$ cat src/rtl/sd_wb_pkg.sv
`default_nettype none
// ============================================================
// sd_wb_pkg : shared state encoding and Wishbone cycle-type codes
// Rev 1.0
// ============================================================
package sd_wb_pkg;

  localparam int AW = 32;
  localparam int DW = 32;

  typedef enum logic [1:0] {
    ST_IDLE  = 2'd0,
    ST_GNT0  = 2'd1,
    ST_GNT1  = 2'd2,
    ST_ABORT = 2'd3
  } arb_state_e;

  localparam logic [2:0] CTI_CLASSIC = 3'b000;
  localparam logic [2:0] CTI_INCR    = 3'b010;
  localparam logic [2:0] CTI_END     = 3'b111;

  // One-hot grant seen on gnt_o; ABORT owns the bus but grants nobody.
  function automatic logic [1:0] state_gnt(input arb_state_e s);
    logic [1:0] g;
    case (s)
      ST_GNT0: g = 2'b01;
      ST_GNT1: g = 2'b10;
      default: g = 2'b00;
    endcase
    return g;
  endfunction

endpackage
`default_nettype wire

$ cat src/rtl/sd_wb_arb_if.sv
`default_nettype none
// ============================================================
// sd_wb_arb_if : one Wishbone B4 bus (master/slave views)
// Rev 1.0
// ============================================================
interface sd_wb_arb_if;
  import sd_wb_pkg::*;

  logic          cyc;
  logic          stb;
  logic          we;
  logic [AW-1:0] adr;
  logic [DW-1:0] dat_w;
  logic [DW-1:0] dat_r;
  logic [3:0]    sel;
  logic [2:0]    cti;
  logic [1:0]    bte;
  logic          ack;
  logic          err;

  modport master (output cyc, stb, we, adr, dat_w, sel, cti, bte,
                  input  dat_r, ack);
  modport slave  (input  cyc, stb, we, adr, dat_w, sel, cti, bte,
                  output dat_r, ack, err);
endinterface
`default_nettype wire

$ cat src/rtl/sd_rr_arb2.sv
`default_nettype none
// ============================================================
// sd_rr_arb2 : two-way arbitration decision (fixed or round-robin)
// Rev 1.0
// ============================================================
module sd_rr_arb2 #(
  parameter bit PRIO0 = 1'b0
) (
  input  logic [1:0] req_i,
  input  logic       last_i,
  output logic [1:0] gnt_o
);

  always_comb begin
    gnt_o = 2'b00;
    if (req_i == 2'b11) begin
      // Contention: requester 0 wins outright, or whoever was not served last.
      if (PRIO0 || last_i) gnt_o = 2'b01;
      else                 gnt_o = 2'b10;
    end else begin
      gnt_o = req_i;
    end
  end

endmodule
`default_nettype wire

$ cat src/rtl/sd_wb_arb.sv
`default_nettype none
// ============================================================
// sd_wb_arb : two-requester Wishbone arbiter with per-beat ack timeout
// Rev 1.0
// ============================================================
module sd_wb_arb
  import sd_wb_pkg::*;
#(
  parameter int TIMEOUT = 1023,
  parameter bit PRIO0   = 1'b0
) (
  input  logic        clk_50,
  input  logic        reset_n,
  sd_wb_arb_if.slave  r0,
  sd_wb_arb_if.slave  r1,
  sd_wb_arb_if.master wbm,
  output logic [1:0]  gnt_o
);

  localparam int               CNT_W   = $clog2(TIMEOUT + 1);
  localparam logic [CNT_W-1:0] CNT_MAX = CNT_W'(TIMEOUT);

  arb_state_e       state_q, state_d;
  logic             last_q, last_d;
  logic [CNT_W-1:0] cnt_q, cnt_d;
  logic [1:0]       arb_gnt;
  logic             sel1, granted, g_cyc, g_stb, raw_stb, timeout, abort_cyc;

  sd_rr_arb2 #(.PRIO0(PRIO0)) u_rr_arb2 (
    .req_i  ({r1.cyc, r0.cyc}),
    .last_i (last_q),
    .gnt_o  (arb_gnt)
  );

  always_comb begin
    sel1      = (state_q == ST_GNT1);
    granted   = (state_q == ST_GNT0) || sel1;
    g_cyc     = sel1 ? r1.cyc : r0.cyc;
    g_stb     = sel1 ? r1.stb : r0.stb;
    raw_stb   = granted & g_stb;
    // An ack in the same cycle as expiry completes the beat instead.
    timeout   = raw_stb & ~wbm.ack & (cnt_q == CNT_MAX);
    abort_cyc = last_q ? r1.cyc : r0.cyc;
  end

  always_comb begin
    wbm.cyc   = reset_n & granted & g_cyc & ~timeout;
    wbm.stb   = reset_n & raw_stb & ~timeout;
    wbm.we    = reset_n & granted & ~timeout & (sel1 ? r1.we : r0.we);
    wbm.adr   = '0;
    wbm.dat_w = '0;
    wbm.sel   = '0;
    wbm.cti   = CTI_CLASSIC;
    wbm.bte   = '0;
    if (granted) begin
      wbm.adr   = sel1 ? r1.adr   : r0.adr;
      wbm.dat_w = sel1 ? r1.dat_w : r0.dat_w;
      wbm.sel   = sel1 ? r1.sel   : r0.sel;
      wbm.cti   = sel1 ? r1.cti   : r0.cti;
      wbm.bte   = sel1 ? r1.bte   : r0.bte;
    end
  end

  always_comb begin
    r0.ack   = reset_n & (state_q == ST_GNT0) & wbm.ack;
    r0.err   = reset_n & (state_q == ST_GNT0) & timeout;
    r0.dat_r = (state_q == ST_GNT0) ? wbm.dat_r : '0;
    r1.ack   = reset_n & (state_q == ST_GNT1) & wbm.ack;
    r1.err   = reset_n & (state_q == ST_GNT1) & timeout;
    r1.dat_r = (state_q == ST_GNT1) ? wbm.dat_r : '0;
  end

  always_comb begin
    state_d = state_q;
    last_d  = last_q;
    case (state_q)
      ST_IDLE: begin
        if (arb_gnt[0]) begin
          state_d = ST_GNT0;
          last_d  = 1'b0;
        end else if (arb_gnt[1]) begin
          state_d = ST_GNT1;
          last_d  = 1'b1;
        end
      end
      ST_GNT0, ST_GNT1: begin
        if (!g_cyc)       state_d = ST_IDLE;
        else if (timeout) state_d = ST_ABORT;
      end
      ST_ABORT: begin
        // last_q still names the requester that was aborted.
        if (!abort_cyc) state_d = ST_IDLE;
      end
      default: state_d = ST_IDLE;
    endcase
  end

  always_comb begin
    cnt_d = cnt_q;
    if ((state_d != state_q) || wbm.ack) cnt_d = '0;
    else if (raw_stb && (cnt_q != CNT_MAX)) cnt_d = cnt_q + CNT_W'(1);
  end

  always_ff @(posedge clk_50) begin
    if (!reset_n) begin
      state_q <= ST_IDLE;
      last_q  <= 1'b1;
      cnt_q   <= '0;
    end else begin
      state_q <= state_d;
      last_q  <= last_d;
      cnt_q   <= cnt_d;
    end
  end

  assign gnt_o = state_gnt(state_q);

endmodule
`default_nettype wire

$ cat src/flat_wrapper.sv
// flat-port wrapper written by rule: the top's interface ports become plain ports
module sd_wb_arb_flat import sd_wb_pkg::*;
#(
  parameter int TIMEOUT = 1023,
  parameter bit PRIO0   = 1'b0
)
  (clk_50, reset_n, gnt_o, r0_cyc, r0_stb, r0_we, r0_adr, r0_dat_w, r0_sel, r0_cti, r0_bte, r0_dat_r, r0_ack, r0_err, r1_cyc, r1_stb, r1_we, r1_adr, r1_dat_w, r1_sel, r1_cti, r1_bte, r1_dat_r, r1_ack, r1_err, wbm_cyc, wbm_stb, wbm_we, wbm_adr, wbm_dat_w, wbm_sel, wbm_cti, wbm_bte, wbm_dat_r, wbm_ack);
  sd_wb_arb_if r0_i ();
  sd_wb_arb_if r1_i ();
  sd_wb_arb_if wbm_i ();
  input  logic clk_50;
  input  logic reset_n;
  output logic [1:0] gnt_o;
  input wire logic [$bits(r0_i.cyc)-1:0] r0_cyc;
  input wire logic [$bits(r0_i.stb)-1:0] r0_stb;
  input wire logic [$bits(r0_i.we)-1:0] r0_we;
  input wire logic [$bits(r0_i.adr)-1:0] r0_adr;
  input wire logic [$bits(r0_i.dat_w)-1:0] r0_dat_w;
  input wire logic [$bits(r0_i.sel)-1:0] r0_sel;
  input wire logic [$bits(r0_i.cti)-1:0] r0_cti;
  input wire logic [$bits(r0_i.bte)-1:0] r0_bte;
  output wire logic [$bits(r0_i.dat_r)-1:0] r0_dat_r;
  output wire logic [$bits(r0_i.ack)-1:0] r0_ack;
  output wire logic [$bits(r0_i.err)-1:0] r0_err;
  input wire logic [$bits(r1_i.cyc)-1:0] r1_cyc;
  input wire logic [$bits(r1_i.stb)-1:0] r1_stb;
  input wire logic [$bits(r1_i.we)-1:0] r1_we;
  input wire logic [$bits(r1_i.adr)-1:0] r1_adr;
  input wire logic [$bits(r1_i.dat_w)-1:0] r1_dat_w;
  input wire logic [$bits(r1_i.sel)-1:0] r1_sel;
  input wire logic [$bits(r1_i.cti)-1:0] r1_cti;
  input wire logic [$bits(r1_i.bte)-1:0] r1_bte;
  output wire logic [$bits(r1_i.dat_r)-1:0] r1_dat_r;
  output wire logic [$bits(r1_i.ack)-1:0] r1_ack;
  output wire logic [$bits(r1_i.err)-1:0] r1_err;
  output wire logic [$bits(wbm_i.cyc)-1:0] wbm_cyc;
  output wire logic [$bits(wbm_i.stb)-1:0] wbm_stb;
  output wire logic [$bits(wbm_i.we)-1:0] wbm_we;
  output wire logic [$bits(wbm_i.adr)-1:0] wbm_adr;
  output wire logic [$bits(wbm_i.dat_w)-1:0] wbm_dat_w;
  output wire logic [$bits(wbm_i.sel)-1:0] wbm_sel;
  output wire logic [$bits(wbm_i.cti)-1:0] wbm_cti;
  output wire logic [$bits(wbm_i.bte)-1:0] wbm_bte;
  input wire logic [$bits(wbm_i.dat_r)-1:0] wbm_dat_r;
  input wire logic [$bits(wbm_i.ack)-1:0] wbm_ack;
  assign r0_i.cyc = r0_cyc;
  assign r0_i.stb = r0_stb;
  assign r0_i.we = r0_we;
  assign r0_i.adr = r0_adr;
  assign r0_i.dat_w = r0_dat_w;
  assign r0_i.sel = r0_sel;
  assign r0_i.cti = r0_cti;
  assign r0_i.bte = r0_bte;
  assign r0_dat_r = r0_i.dat_r;
  assign r0_ack = r0_i.ack;
  assign r0_err = r0_i.err;
  assign r1_i.cyc = r1_cyc;
  assign r1_i.stb = r1_stb;
  assign r1_i.we = r1_we;
  assign r1_i.adr = r1_adr;
  assign r1_i.dat_w = r1_dat_w;
  assign r1_i.sel = r1_sel;
  assign r1_i.cti = r1_cti;
  assign r1_i.bte = r1_bte;
  assign r1_dat_r = r1_i.dat_r;
  assign r1_ack = r1_i.ack;
  assign r1_err = r1_i.err;
  assign wbm_cyc = wbm_i.cyc;
  assign wbm_stb = wbm_i.stb;
  assign wbm_we = wbm_i.we;
  assign wbm_adr = wbm_i.adr;
  assign wbm_dat_w = wbm_i.dat_w;
  assign wbm_sel = wbm_i.sel;
  assign wbm_cti = wbm_i.cti;
  assign wbm_bte = wbm_i.bte;
  assign wbm_i.dat_r = wbm_dat_r;
  assign wbm_i.ack = wbm_ack;
  sd_wb_arb #(.TIMEOUT(TIMEOUT), .PRIO0(PRIO0)) u_core (.clk_50(clk_50), .reset_n(reset_n), .r0(r0_i), .r1(r1_i), .wbm(wbm_i), .gnt_o(gnt_o));
endmodule
$ cat config.mk
export PLATFORM = sky130hd
export DESIGN_NAME = sd_wb_arb_flat
export DESIGN_NICKNAME = d
export VERILOG_FILES = /design/src/rtl/sd_wb_pkg.sv /design/src/rtl/sd_wb_arb_if.sv /design/src/rtl/sd_rr_arb2.sv /design/src/rtl/sd_wb_arb.sv /design/src/flat_wrapper.sv
export SDC_FILE = /design/constraint.sdc
export NUM_CORES = 1
export LEC_CHECK = 0
export ABC_AREA = 1
export BUFFER_PORTS_ARGS = -buffer_cell sky130_fd_sc_hd__buf_2
export CAP_MARGIN = 30
export CORE_AREA = 10 10 121 123
export DETAILED_ROUTE_END_ITERATION = 12
export DIE_AREA = 0 0 131 133
export SYNTH_ARGS = -nofsm -noshare
export SYNTH_HDL_FRONTEND = slang
export SYNTH_SLANG_ARGS = --single-unit
$ cat constraint.sdc
create_clock -name clk_50 -period 2.25 [get_ports clk_50]
set_clock_uncertainty 0.05 [all_clocks]
set_input_delay 0.45 -clock clk_50 [delete_from_list [all_inputs] [get_ports clk_50]]
set_output_delay 0.45 -clock clk_50 [all_outputs]
set_load 0.05 [all_outputs]
==> results.toml <==
[clock_network]
cts_tree = "yes"
cts_num_sinks = 13
clockBufferDepth = 2
path_clk_slew_ns = 0.04
root_buffer = "clkbuf_16"
cts_buffers = 3
htree_num_levels = 1
clk_latency_ns = 0.24
hold_buffers = 0

[power_and_ir_drop]
power.leakage_uw = 0.00338
powerDensity_nw_per_um2 = 454
ir_worst_vdd_v = 0.000337

[finish]
n_antenna_cell = 0
seqCellArea_um2 = 268
multi_input_area_um2 = 2510
area_delta_synth_final_pct = 117
final_layout_size_suffix_gt1_share_pct = 55.4
final_cells = 1039
final_util_pct = 46.3
fillers = 1277
layout.nets = 1062

[floorplanning]
die_area_um2 = 17400
ios = 333
die_w_um = 131
core_area_um2 = 12400
start_util_pct = 21.3
fp.dieH_um = 133
std_cell_rows = 41

[worst_setup_path]
crit_end = "r1_err"
cp-startpoint = "u_core.state_q[1]"
reg2reg_to = "u_core.cnt_q[0]"
rrSetupSlack_ns = 0.35
end_kind = "primary output"
cp.arrival_ns = 1.75
cpMostUsedCell = "buf_6"
crit_path_start_kind = "flip-flop"
r2r-start = "u_core.state_q[0]"
slowest_stage = "dfxtp_4"
crit_chain = "inv_4 > ha_4 > nand3_4 > nor2_4 > nand2_4 > buf_6 > nor3_4 > buf_6"
r2r_cells = 10
path_max_fanout = 4
critical_path_required_ns = 1.75
path_class = "reg -> out"
slowest_delay_ns = 0.38

[logic_synthesis]
synth_top_family_by_area = "simple AND/OR/NAND/NOR gates"
ys_ff_latch = 13
netlist_area_um2 = 2640
yosys.cell_types.count = 27
syn_inst = 540
synth-compound-area-share_pct = 16.3
synth_edf_count = 0
synth_common_cells = "155 x nor2_1, 110 x nand2_1, 89 x inv_1"
synth-warning-count = 0
syn_nets = 734
synthAdderAreaFrac_pct = 3.32
synth.area.mux_share_pct = 0
synthSimpleGateAreaFrac_pct = 49.8
synth_xor_area_share_pct = 2.66
synthArstFlopShare_pct = 0
yosys_most_used_dff = "dfxtp_1"
yosys-top-cells-area = "nor2_1 22%, nand2_1 16%, o21ai_0 14%"
avgSynthCellArea_um2 = 4.89
yosys.area.top_type_share_pct = 22.0
seq_area_frac_synth_pct = 9.86
synth_top_cell_by_area = "nor2_1"
yosysMostFrequentCell = "nor2_1"

[sta]
rsz0062_at_grt = "true"
relSlewSlack_pct = 72.7
drv_slew = 0
post-route-period-util_pct = 99.8
tightest_slew_ns = 0.410
layout_setup_ws_ns = 0.00407
finalSetupViolations = 0
whs_ns = 0.388
fmax_ghz = 0.445
hold_viol_final = 0
fin_crit_ns = 2.25

[min_path]
worstHoldPathCells = 2
hp-class = "in -> reg"

[global_routing]
antenna_found_initial = 0
grt_max_degree = 64
grt-ovfl-total = 0
track_usage_pct = 16.6
grt_pass1_wl_um = 23400
grt_pass1_vias = 4257

[routing]
drt_iter0_drc = 217
ant_nets = 0
drt-pass1-iter-count = 5
drc = 0
drt-wirelength-per-cell_um = 15.3
wirelength_um = 15900
avgViaCountPerCell = 4.21
vias = 4373

[place]
hpwlAfterDp_um = 13200
place_congestion = 0.813
placed_cells = 1030
io_buffers = 332
post-place-ws_ns = 0.0739

[run_status]
outcome = "finished, final reports clean"

[job]
cap_violations = 0
## power breakdown
| part | total [µW] | switching [µW] | internal, µW | leakage [µW] |
|---|---|---|---|---|
| Clock | 336 | 96.8 | 239 | 0.0000382 |
| Combinational | 2020 | 1370 | 650 | 0.00323 |
| Sequential | 244 | 7.10 | 237 | 0.000107 |
| Total | 2600 | 1470 | 1130 | 0.00338 |
## routing by layer
metal | up-vias | track usage, % | part of all wire [%]
li1 | 2283 | - | -
met3 | 10 | 5.35 | 9.3
met1 | 1902 | 18.2 | 37
met4 | 0 | 2.29 | 0.88
met5 | - | 0 | 0
met2 | 178 | 30.5 | 53
## final cells by class
type	instances	share of cell area [%]
Timing Repair Buffer	356	40.2
Clock buffer	4	1.38
Inverter	90	6.08
Tap cell	172	3.76
Sequential cell	13	4.68
Multi-Input combinational cell	404	43.9
## registers in the layout, indices dropped and copies added, names as in the netlist
signal and cells:
u_core.last_q 1, u_core.cnt_q 10, u_core.state_q 2
## placed cells by master, fill, tap and decap left out, types with 3 or more instances in the layout
cell type	instances
buf_2	266
nand2_1	109
inv_1	86
nor2_1	79
o21ai_0	69
nor2_4	64
buf_4	39
buf_6	33
nor2_2	15
nor3_2	12
buf_12	10
dfxtp_1	9
o21ai_1	8
nand2_2	5
nand3_1	5
xnor2_1	5
a21oi_1	5
clkbuf_4	5
ha_1	4
clkbuf_16	4
nand2_4	3
nor3_4	3
nand3_2	3
xor2_1	3
ha_4	3
dfxtp_2	3
## how the worst min path moves through the flow
stage,startpoint,to,slack [ns]
after floorplan,u_core.last_q,u_core.last_q,0.43
after global placement,u_core.last_q,u_core.last_q,0.46
after detailed placement,u_core.last_q,u_core.last_q,0.46
after CTS,reset_n,u_core.last_q,0.38
after global routing,reset_n,u_core.last_q,0.39
final,reset_n,u_core.last_q,0.39
## through the flow
stage / instance area [µm²] / setup TNS [ns] / total power (µW)
after floorplan: 3200 / -0.162 / 1540
after global placement: 5220 / 0 / 2100
after detailed placement: 5220 / 0 / 2100
after CTS: 5460 / 0 / 2500
after global routing: 5730 / -1.68 / 2750
final: 5730 / 0 / 2600
## repair_timing
action,in CTS,in global routing
pin swaps,0,7
hold endpoints to repair,0,0
resized for setup,56,77
setup endpoints to repair,78,99
cloned,0,1
setup buffers,0,4
## logic make-up after synthesis
family                     count (synthesis)
AOI/OAI and AO/OA                         85
xor gates and xnor gates                   8
adders and majority gates                  7
buffers and inverters                    123
DFF                                       13
and+or+nand+nor                          304
## critical path: cells and delay by family, from the launching register on
family	cells	cell delay (ns)
buffers and inverters	3	0.35
AND/OR/NAND/NOR	4	0.47
adder cells (fa/ha/maj)	1	0.30
flip-flops	1	0.38
Power figures use the tool's default switching activity.
